## src/rtl/uart_tx_frame_ctrl_pkg.sv

```systemverilog
// -----------------------------------------------------------------------------
// uart_tx_frame_ctrl_pkg
//   Shared definitions for the UART transmit frame sequencer and its datapath
//   neighbours (serializer, parity calculator, line mux).
//   - tx_state_e : frame sequencer state encoding
//   - MUX_*      : line mux select codes, shared with the mux block
//   - helpers    : counter width and per-state mux decode
// -----------------------------------------------------------------------------
package uart_tx_frame_ctrl_pkg;

    // Binary state encoding; the three unused codes fall back to StIdle.
    typedef enum logic [2:0] {
        StIdle   = 3'd0,
        StStart  = 3'd1,
        StData   = 3'd2,
        StParity = 3'd3,
        StStop   = 3'd4
    } tx_state_e;

    // Line mux select codes.
    localparam logic [1:0] MUX_START = 2'b00;
    localparam logic [1:0] MUX_DATA  = 2'b01;
    localparam logic [1:0] MUX_PAR   = 2'b10;
    localparam logic [1:0] MUX_STOP  = 2'b11;

    // Bit counter width; never zero so a one-bit frame still has a register.
    function automatic int unsigned cnt_width(input int unsigned data_width);
        return (data_width > 1) ? $clog2(data_width) : 1;
    endfunction

    // Line mux code presented in each state; idle and stop both hold the line high.
    function automatic logic [1:0] state_mux_sel(input tx_state_e state);
        logic [1:0] sel;
        sel = MUX_STOP;
        case (state)
            StStart:  sel = MUX_START;
            StData:   sel = MUX_DATA;
            StParity: sel = MUX_PAR;
            default:  sel = MUX_STOP;
        endcase
        return sel;
    endfunction

endpackage

```

## src/rtl/uart_tx_bit_cnt.sv

```systemverilog
// -----------------------------------------------------------------------------
// uart_tx_bit_cnt
//   Data-bit counter for the UART frame sequencer. Counts enabled cycles and
//   wraps to zero after the terminal count (DataWidth-1).
// Ports
//   i_clk    in   transmit baud clock
//   i_rst_n  in   asynchronous active-low reset
//   i_en     in   count enable (one per data-bit cycle)
//   i_clr    in   synchronous clear, dominant over i_en
//   o_tc     out  terminal-count flag (counter at DataWidth-1)
// -----------------------------------------------------------------------------
module uart_tx_bit_cnt
    import uart_tx_frame_ctrl_pkg::*;
#(
    parameter int unsigned DataWidth = 8
) (
    input  logic i_clk,
    input  logic i_rst_n,
    input  logic i_en,
    input  logic i_clr,
    output logic o_tc
);

    localparam int unsigned CntW = cnt_width(DataWidth);
    localparam logic [CntW-1:0] CntLast = CntW'(DataWidth - 1);

    logic [CntW-1:0] r_cnt;
    logic [CntW-1:0] w_cnt_d;

    // ">=" rather than "==": an out-of-range value (non power-of-two width)
    // is treated as terminal and wraps, so the count never exceeds CntLast.
    assign o_tc = (r_cnt >= CntLast);

    always_comb begin
        w_cnt_d = r_cnt;
        if (i_clr) begin
            w_cnt_d = '0;
        end else if (i_en) begin
            w_cnt_d = o_tc ? '0 : r_cnt + CntW'(1);
        end
    end

    always_ff @(posedge i_clk or negedge i_rst_n) begin
        if (!i_rst_n) begin
            r_cnt <= '0;
        end else begin
            r_cnt <= w_cnt_d;
        end
    end

endmodule

```

## src/rtl/uart_tx_frame_ctrl.sv

```systemverilog
// -----------------------------------------------------------------------------
// uart_tx_frame_ctrl
//   Frame sequencer for the UART transmitter. On an accepted request it emits
//   start(0), DataWidth data bits LSB-first (via the serializer), an optional
//   parity bit, then stop(1). Outputs are Moore-decoded from state except
//   o_load, which is the accept strobe and follows i_data_valid combinationally.
// Ports
//   i_clk         in   transmit baud clock
//   i_rst_n       in   asynchronous active-low reset
//   i_data_valid  in   request to send; P_DATA stable while high
//   i_par_en      in   insert parity bit; sampled only on accept
//   o_load        out  accept strobe to serializer load / parity-calc read
//   o_ser_en      out  serializer shift enable, high in each data-bit cycle
//   o_mux_sel     out  line mux select (see MUX_* codes)
//   o_busy        out  frame in progress
// -----------------------------------------------------------------------------
module uart_tx_frame_ctrl
    import uart_tx_frame_ctrl_pkg::*;
#(
    parameter int unsigned DataWidth = 8
) (
    input  logic       i_clk,
    input  logic       i_rst_n,
    input  logic       i_data_valid,
    input  logic       i_par_en,
    output logic       o_load,
    output logic       o_ser_en,
    output logic [1:0] o_mux_sel,
    output logic       o_busy
);

    tx_state_e r_state;
    tx_state_e w_state_d;
    logic      r_par_en;
    logic      w_par_en_d;

    logic      w_accept;
    logic      w_cnt_en;
    logic      w_cnt_clr;
    logic      w_cnt_tc;

    uart_tx_bit_cnt #(
        .DataWidth (DataWidth)
    ) u_bit_cnt (
        .i_clk   (i_clk),
        .i_rst_n (i_rst_n),
        .i_en    (w_cnt_en),
        .i_clr   (w_cnt_clr),
        .o_tc    (w_cnt_tc)
    );

    // Next-state and output decode.
    always_comb begin
        w_state_d  = r_state;
        w_accept   = 1'b0;
        w_cnt_en   = 1'b0;
        // Held clear outside DATA so every frame starts counting from zero.
        w_cnt_clr  = 1'b1;
        o_ser_en   = 1'b0;
        o_busy     = 1'b1;
        o_mux_sel  = state_mux_sel(r_state);

        case (r_state)
            StIdle: begin
                o_busy = 1'b0;
                if (i_data_valid) begin
                    w_accept  = 1'b1;
                    w_state_d = StStart;
                end
            end
            StStart: begin
                w_state_d = StData;
            end
            StData: begin
                o_ser_en  = 1'b1;
                w_cnt_en  = 1'b1;
                w_cnt_clr = 1'b0;
                if (w_cnt_tc) begin
                    w_state_d = r_par_en ? StParity : StStop;
                end
            end
            StParity: begin
                w_state_d = StStop;
            end
            StStop: begin
                // Back-to-back frames go straight from stop to start.
                if (i_data_valid) begin
                    w_accept  = 1'b1;
                    w_state_d = StStart;
                end else begin
                    w_state_d = StIdle;
                end
            end
            default: begin
                o_busy    = 1'b0;
                o_mux_sel = MUX_STOP;
                w_state_d = StIdle;
            end
        endcase

        // Parity selection is frozen for the whole frame at accept time.
        w_par_en_d = w_accept ? i_par_en : r_par_en;
    end

    // Gated by reset so no load strobe escapes while the block is held in reset.
    assign o_load = w_accept & i_rst_n;

    always_ff @(posedge i_clk or negedge i_rst_n) begin
        if (!i_rst_n) begin
            r_state  <= StIdle;
            r_par_en <= 1'b0;
        end else begin
            r_state  <= w_state_d;
            r_par_en <= w_par_en_d;
        end
    end

endmodule

```

## config.mk

```make
export PLATFORM = sky130hd
export DESIGN_NAME = uart_tx_frame_ctrl
export DESIGN_NICKNAME = d
export VERILOG_FILES = /design/src/rtl/uart_tx_frame_ctrl_pkg.sv /design/src/rtl/uart_tx_bit_cnt.sv /design/src/rtl/uart_tx_frame_ctrl.sv
export SDC_FILE = /design/constraint.sdc
export NUM_CORES = 1
export LEC_CHECK = 0
export BUFFER_PORTS_ARGS = -buffer_cell sky130_fd_sc_hd__clkbuf_2
export CORE_AREA = 2 2 39 41
export CTS_BUF_LIST = sky130_fd_sc_hd__clkbuf_8
export CTS_CLUSTER_SIZE = 8
export DETAILED_ROUTE_END_ITERATION = 12
export DIE_AREA = 0 0 41 43
export PLACE_DENSITY = 0.59
export RECOVER_POWER = 100
export SYNTH_ARGS = -nofsm -noshare
export SYNTH_HDL_FRONTEND = slang
export SYNTH_HIERARCHICAL = 1
export SYNTH_SLANG_ARGS = --single-unit
export TNS_END_PERCENT = 1
```

## constraint.sdc

```tcl
create_clock -name i_clk -period 1.4 [get_ports i_clk]
set_input_delay 0.35 -clock i_clk [delete_from_list [all_inputs] [get_ports i_clk]]
set_output_delay 0.35 -clock i_clk [all_outputs]
set_load 0.02 [all_outputs]
```

==> Word-level counts from Yosys, hierarchy flattened <==
Index checks and enable logic that the tools add are counted.
{ "word_totals": {"register_bits": 7, "input_bits": 4, "output_inout_bits": 5, "wordCells": 32} }
{ "op_classes": {"magnitude_cmp": 1, "addsub": 1, "bitwise_logic": 1, "reduce_logical": 5, "muxes": 14, "eq_ne": 7} }
{ "ops": {"columns": ["cell", "n"], "rows": [
  ["3-bit 2-to-1 mux", 6],
  ["3-bit case mux with 5 select lines", 1],
  ["3-bit by 2-bit == test with 1-bit output, second input constant", 2],
  ["2-bit case mux with 3 select lines", 1],
  ["1-bit 2-to-1 mux", 5],
  ["5-bit OR reduction", 1],
  ["2-bit != test, second input constant", 2],
  ["4-bit OR reduction", 1],
  ["3-bit by 1-bit adder with 3-bit output, second input constant", 1],
  ["3-bit by 1-bit == test with 1-bit output, second input constant", 1],
  ["3-bit == test, second input constant", 1],
  ["3-bit >= comparator, second input constant", 1],
  ["3-bit zero test", 1],
  ["2-bit 2-to-1 mux", 1],
  ["2-bit by 1-bit != test with 1-bit output, second input constant", 1],
  ["2-bit AND reduction", 1],
  ["2-bit OR reduction", 1],
  ["1-bit bitwise AND", 1]
]} }

==> Depth between registers and ports, before layout <==
Gate-level depths: netlist of the first run.
{ "depth": {"depth_word": 4, "ltp_mapped": 5, "depth_no_buf": 5} }

==> Modules after synthesis <==
The synthesis of the first run kept the hierarchy.
{ "modules_own_cells": {"columns": ["mod", "instances", "area_each_um2", "seq_area_each_um2", "cells_each"], "rows": [
  ["uart_tx_frame_ctrl", 1, 244.0, 100.1, 23],
  ["uart_tx_bit_cnt", 1, 176.4, 75.1, 15]
]} }

==> Worst setup path after synthesis of the first run <==
Ideal clock, no wire load.
{ "synth_path": {"path_kind": "flip-flop to flip-flop", "from": "reg r_state[2]", "to": "reg u_bit_cnt.r_cnt[0]", "period_less_slack_ns": 1.621, "n_path_buf": 0, "setup_slack_ns": -0.221, "t_arrival_ns": 1.547, "stages_incl_launch_ff": 5, "setup_ns": 0.073, "required_ns": 1.327, "path_cell_list": "dfrtp_1 > nand2b_2 > nor2_1 > or3b_1 > a21oi_2"} }
{ "synth_between": {"elab_chain_len": 3, "elab_cells_between_ends": 4, "cone_classes": "2 x eq/ne; 2 x mux"} }
{ "synth_rtl": {"columns": ["element", "line", "rtl"], "rows": [
  ["from (decl)", "uart_tx_frame_ctrl.sv:32", "tx_state_e r_state;"],
  ["from (signal assigned)", "uart_tx_frame_ctrl.sv:110", "r_state <= StIdle;"],
  ["from (signal assigned)", "uart_tx_frame_ctrl.sv:113", "r_state <= w_state_d;"],
  ["3-bit by 2-bit == test with 1-bit output", null, null],
  ["1-bit 2-to-1 mux", null, null],
  ["named net o_ser_en", "uart_tx_frame_ctrl.sv:27", "output logic o_ser_en,"],
  ["2-bit != test (no source line)", null, null],
  ["to (signal assigned)", "uart_tx_bit_cnt.sv:47", "r_cnt <= w_cnt_d;"],
  ["to (decl)", "uart_tx_bit_cnt.sv:27", "logic [CntW-1:0] r_cnt;"]
]} }
The timed path passes the listed nets, and every way through them passes these cells.
A chain may end at the register's enable or synchronous reset.

==> Worst setup path after layout of the first run <==
{ "layout_path": {"from": "reg r_state[0]", "to": "out o_load"} }
{ "layout_between": {"elab_chain_len": 4, "elab_cells_between_ends": 5, "cone_classes": "1 x eq/ne; 1 x mux; 1 x bitwise; 2 x reduce/logical"} }
{ "layout_rtl": {"columns": ["element", "line", "rtl"], "rows": [
  ["3-bit == test / 3-bit zero test (equally long branches)", "uart_tx_frame_ctrl.sv:63", "case (r_state)"],
  ["2-bit OR reduction (no source line) *", null, null],
  ["1-bit 2-to-1 mux *", null, null],
  ["1-bit bitwise AND *", "uart_tx_frame_ctrl.sv:106", "assign o_load = w_accept & i_rst_n;"],
  ["to (decl)", "uart_tx_frame_ctrl.sv:26", "output logic o_load,"]
]} }
Mark *: on every way between the ends. The rest lies on a longest branch, timed or not.

==> results of run 1 <==
==> final cells by class <==
| cell class | count | area (µm²) | area share [%] |
|---|---|---|---|
| Timing Repair Buffer | 19 | 139 | 21.7 |
| Multi-Input combinational cell | 30 | 258 | 40.3 |
| Sequential cell | 7 | 178 | 27.8 |
| Tap cell | 16 | 20.0 | 3.13 |
| Clock buffer | 3 | 41.3 | 6.46 |
| Clock inverter | 1 | 3.75 | 0.587 |
==> synthesized netlist by cell type <==
library cell,n,share of area [%]
a21o_1,2,3.6
a21oi_1,1,1.2
a21oi_2,1,2.1
and2_1,1,1.5
and4bb_1,1,3.0
buf_6,1,2.7
dfrtp_1,7,42
ha_1,2,6.0
mux2_1,1,2.7
mux2i_1,1,2.4
nand2b_1,6,8.9
nand2b_2,1,2.1
nand3_1,1,1.2
nand4b_1,1,2.1
nor2_1,3,2.7
nor2b_1,1,1.5
nor3b_1,1,1.8
nor3b_2,1,3.0
o21ba_1,1,2.4
o32ai_1,1,2.1
or2_1,1,1.5
or3b_1,1,2.1
xnor2_1,1,2.1
==> worst max-delay path: cells and delay by family, from the launching register on <==
family / cells / cell delay (ns)
and+or+nand+nor: 2 / 0.41
DFF: 1 / 0.45
buffers and inverters: 1 / 0.10
==> kinds of logic (layout without fill, tap and decap cells) <==
family	Yosys count	count (layout)	share of synthesized area [%]
flip-flops	7	7	41.7
buffers and inverters	1	23	2.68
multiplexers	2	2	5.06
AO/OA/AOI/OAI	6	6	11.3
adder cells (fa/ha/maj)	2	2	5.95
XOR/XNOR	1	1	2.08
AND/OR/NAND/NOR	19	19	31.3
==> per-stage QoR <==
step / setup TNS, ns / std cells / hold slack, ns / total power, mW
detailed placement: 0 / 68 / 0.290 / 0.860
global route: -0.787 / 76 / 0.214 / 1.39
finish: -0.377 / 76 / 0.172 / 1.28
global placement: 0 / 68 / 0.294 / 0.853
CTS: -0.383 / 75 / 0.0504 / 1.24
floorplan: 0 / 38 / 0.0544 / 0.678
==> routing by layer <==
metal	routed length, µm	part of all wire (%)
met1	399	46
met2	440	50
met3	36	4.1
met4	0	0
met5	0	0
==> power by group through the flow <==
| stage | clock (mW) | sequential, mW | combinational, mW |
|---|---|---|---|
| 3_5_place_dp | 0 | 0.324 | 0.536 |
| 4_1_cts | 0.284 | 0.320 | 0.639 |
| 6_report | 0.273 | 0.328 | 0.682 |
| 2_1_floorplan | 0 | 0.307 | 0.371 |
| 5_1_grt | 0.304 | 0.337 | 0.751 |
| 3_3_place_gp | 0 | 0.320 | 0.533 |
==> registers in the layout (all words and copies together), names as in the netlist <==
| signal | cells |
|---|---|
| u_bit_cnt/r_cnt | 3 |
| r_par_en | 1 |
| r_state | 3 |
==> worst min path at each step <==
| stage | endpoint | slack (ns) |
|---|---|---|
| floorplan | r_par_en | 0.05 |
| global placement | u_bit_cnt/r_cnt[2] | 0.29 |
| detailed placement | u_bit_cnt/r_cnt[2] | 0.29 |
| CTS | u_bit_cnt/r_cnt[0] | 0.05 |
| global route | u_bit_cnt/r_cnt[0] | 0.21 |
| finish | u_bit_cnt/r_cnt[2] | 0.17 |
==> what timing repair did <==
item,CTS,global route
endpoints found under the setup margin,4,7
setup buffers,3,1
pin swaps,1,2
hold buffers,0,0
gates resized for setup,7,7
==> run_results.csv, run 1 <==
group,metric,value,unit
routing,ant_nets,0,
worst_setup_path,critPathMaxFanout,7,
clock_network,clock-sinks,7,
synth,synth_nets,44,
global_routing,gr-total-overflow,0,
routing,route.detailed.drc,0,
clock_network,worstSkewPairLatency,0.22,ns
routing,drtIter0Drc,1,
final_layout,fillCellCount,141,
timing,relSlewSlack,73.0,%
synth,seq_area_frac_synth,41.7,%
worst_setup_path,r2r-start,"u_bit_cnt/r_cnt[0]",
synth,synth.cell_area,420,µm²
floorplan,core_region_area,1380,µm²
power,cellLeakagePower,0.323,nW
final_layout,final_cell_area,639,µm²
worst_setup_path,crit_slowest_cell,"dfrtp_2",
clock_network,cts_tree,"done",
worst_setup_path,r2r-end,"r_state[1]",
floorplan,die_w,41,µm
timing,fmax,654,MHz
synth,synth_cells,38,
global_routing,grt_pass1_vias,329,
power,swShare,35.3,%
worst_setup_path,r2r_cells,5,
worst_setup_path,cp.arrival,1.18,ns
power,peakVddDrop,0.000874,V
worst_setup_path,end_kind,"primary output",
synth,synth.distinct_cells,23,
power,clkPwrFrac,21.3,%
routing,post_drt_via_cell_ratio,4.45,
final_layout,n_antenna_cell,0,
floorplan,ioPinCount,9,
global_routing,grt_use_met1,16.1,%
synth,avgSynthCellArea,11.1,µm²
timing,finalHoldViolations,0,
clock_network,clockBufferDepth,2,
worst_setup_path,crit_type,"reg2out",
placement,place_congestion,0.722,
worst_setup_path,startpoint,"r_state[0]",
worst_setup_path,endpoint,"o_load",
placement,pre_cts_slack,0.0106,ns
power,power.internal,830,µW
run_status,status,"finished with violations",
timing,setup_ws,-0.128,ns
timing,finalClockSkew,0.000230,ns
placement,placed_area,529,µm²
floorplan,placementRows,14,
timing,rsz0062_at_grt,"yes",
routing,routed_wl,876,µm
clock_network,clk_pin_slew,0.04,ns
final_layout,drive_gt1_share,46.7,%
routing,num_vias,338,
worst_setup_path,cp.required,1.05,ns
global_routing,grtUsageTotal,12.2,%
floorplan,die-area,1760,µm²
routing,wire_per_inst,11.5,µm
hold_path,hold_path.class,"in2async",
power,powerDensity,2010,nW/µm²
global_routing,antenna_found_initial,0,
power,power_switching,452,µW
timing,setup_viol,4,
power,seqPwrFrac,25.6,%
clock_network,root_buffer,"clkbuf_8",
clock_network,cts_max_level,1,
global_routing,use_met2,16.9,%
timing,min_period,1.53,ns
placement,dpl.hpwl,644,µm
final_layout,area_growth,52.1,%
floorplan,die_y,43,µm
final_layout,fin_nets,67,
worst_setup_path,crit_path_max_incr_delay,0.45,ns
routing,firstDrtPassIters,4,
synth,ys_ff_latch,7,
final_layout,final_util,46.2,%
worst_setup_path,startpoint_type,"flop",
global_routing,top_usage_layer,"met2",
final_layout,layout.cells.most_common,"buf_4",
clock_network,numCtsBuffers,3,
run,cap_violations,0,
synth,ys_warn_count,6,
global_routing,grt_max_degree,8,
global_routing,grt_util_met3,3.14,%
worst_setup_path,r2r_slack,0.01,ns
timing,slew_violations,0,
global_routing,grt_pass1_wl,1400,µm
run_status,violations,"setup timing",
placement,portBuffers,8,
final_layout,final_cell_mix,"buf_4 (10), nand2b_1 (6), dfrtp_1 (5)",
timing,worstMarginPinSlew,0.404,ns
power,p_comb_share,53.2,%
floorplan,start_util,30.4,%
timing,period_share,109,%
worst_setup_path,path_cells,"nor3b_4 -> and2_4 -> buf_8",
Power figures use the tool's default switching activity.
==> run 2: changes to the inputs <==
--- a/config.mk
+++ b/config.mk
@@ -13,6 +13,7 @@
 export DIE_AREA = 0 0 41 43
 export PLACE_DENSITY = 0.59
 export RECOVER_POWER = 100
+export REMOVE_ABC_BUFFERS = 1
 export SYNTH_ARGS = -nofsm -noshare
 export SYNTH_HDL_FRONTEND = slang
 export SYNTH_HIERARCHICAL = 1
==> run 2 against run 1 <==
The flow still finishes with violations (setup timing). Register-to-register slack lost 0.02 ns. Sequential cell count is the same. Global-route usage fell by 0.89 points. Maximum frequency grew 1.6%. Clock power about the same. Power decreased by 10%. Core utilization fell by 3.9 points. Critical path type unchanged.
==> run_results.csv, run 2 (synthesized netlist as in run 1, its figures left out) <==
group,metric,value,unit
placement,place_congestion,0.692,
routing,wire_per_inst,10.5,µm
worst_setup_path,startpoint_type,"flop",
timing,relSlewSlack,74.5,%
floorplan,die-area,1760,µm²
final_layout,reg_top3,"r_state (3), u_bit_cnt/r_cnt (3), r_par_en (1)",
timing,rsz0062_at_grt,"yes",
clock_network,cts_tree,"done",
routing,drtIter0Drc,4,
final_layout,final_cell_mix,"buf_4 (7), nand2b_1 (6), dfrtp_1 (5)",
timing,worstMarginPinSlew,0.382,ns
routing,route.detailed.drc,0,
floorplan,die_w,41,µm
run,cap_violations,0,
routing,firstDrtPassIters,2,
worst_setup_path,r2r_slack,-0.01,ns
power,powerDensity,1970,nW/µm²
worst_setup_path,end_kind,"primary output",
worst_setup_path,r2r-start,"u_bit_cnt/r_cnt[0]",
worst_setup_path,startpoint,"r_state[1]",
final_layout,final_cell_area,586,µm²
routing,num_vias,337,
timing,holdWs,0.160,ns
clock_network,worstSkewPairLatency,0.22,ns
global_routing,grtUsageTotal,11.3,%
final_layout,instances_no_fill,73,
worst_setup_path,cp.required,1.05,ns
placement,dpl.hpwl,583,µm
worst_setup_path,crit_path_max_incr_delay,0.44,ns
worst_setup_path,cp_top_family,"flip-flops",
run_status,violations,"setup timing",
timing,finalClockSkew,0.00110,ns
clock_network,cts_max_level,1,
final_layout,n_antenna_cell,0,
global_routing,gr-total-overflow,0,
clock_network,clk_pin_slew,0.04,ns
worst_setup_path,crit_type,"reg2out",
global_routing,grt_pass1_vias,311,
worst_setup_path,path_cells,"nor3b_2 -> and2_1 -> clkbuf_8",
routing,ant_nets,0,
hold_path,hold_path.class,"in2async",
floorplan,die_y,43,µm
floorplan,placementRows,14,
clock_network,root_buffer,"clkbuf_8",
final_layout,area_growth,39.3,%
clock_network,numCtsBuffers,3,
global_routing,grt_max_degree,9,
timing,period_share,107,%
placement,placed_area,514,µm²
final_layout,final_util,42.3,%
placement,dpl.cell_count,67,
global_routing,antenna_found_initial,0,
clock_network,cts-hold-fix-buffers,0,
routing,routed_wl,766,µm
placement,pre_cts_slack,0.0301,ns
worst_setup_path,cp_num_buf_inv,1,
timing,setup_ws,-0.104,ns
run_status,status,"finished with violations",
worst_setup_path,cp.arrival,1.15,ns
floorplan,ioPinCount,9,
clock_network,clock-sinks,7,
power,cellLeakagePower,0.298,nW
routing,post_drt_via_cell_ratio,4.62,
worst_setup_path,critPathMaxFanout,6,
final_layout,fin_nets,64,
timing,setup_viol,5,
final_layout,drive_gt1_share,40.4,%
timing,slew_violations,0,
worst_setup_path,crit_slowest_cell,"dfrtp_2",
timing,finalHoldViolations,0,
timing,min_period,1.50,ns
final_layout,layout.cells.most_common,"buf_4",
clock_network,clockBufferDepth,2,
global_routing,grt_pass1_wl,1300,µm
floorplan,start_util,30.4,%
timing,fmax,665,MHz
power,peakVddDrop,0.000727,V
placement,portBuffers,8,
floorplan,core_region_area,1380,µm²
## run 2: report_power, final
group / leakage [nW] / switching (mW) / internal, mW
Clock: 0.0269 / 0.0816 / 0.189
Sequential: 0.0897 / 0.0666 / 0.262
Combinational: 0.181 / 0.265 / 0.288
## run 2: worst paths after layout
kind	end	depth (start not counted)
setup reg to reg	r_state[1]	5
setup / recovery	o_load	3
hold / removal	u_bit_cnt/r_cnt[2]	2
max in group asynchronous	r_state[1]	2
min in group i_clk	r_par_en	2
hold reg to reg	r_par_en	1
## run 2: per-layer routing
layer / GRT usage [%] / share of wire, % / up-vias
met5: 0 / 0 / -
met4: 10.0 / 1.0 / 0
met3: 1.57 / 4.6 / 2
met2: 14.7 / 44 / 8
met1: 15.5 / 51 / 157
li1: - / - / 170
## run 2: per-stage QoR
step                setup TNS, ns  total power [mW]
floorplan                  -0.306             0.639
global route               -0.724              1.24
CTS                        -0.400              1.17
global placement                0             0.821
detailed placement              0             0.829
finish                     -0.377              1.15
## run 2: final cells by class
type / instances / area [µm²]
fillers: 145 / 798
multi-input cells: 30 / 236
flip-flops and latches: 7 / 178
repair buffers: 16 / 106
clock buffers: 3 / 41.3
well taps: 16 / 20.0
clock inverters: 1 / 3.75
## run 2: repair_timing
| item | in CTS | in global routing |
|---|---|---|
| setup buffers | 2 | 0 |
| gates resized for setup | 5 | 3 |
| setup endpoints to repair | 4 | 7 |
| cloned | 0 | 0 |
| pin swaps | 1 | 0 |
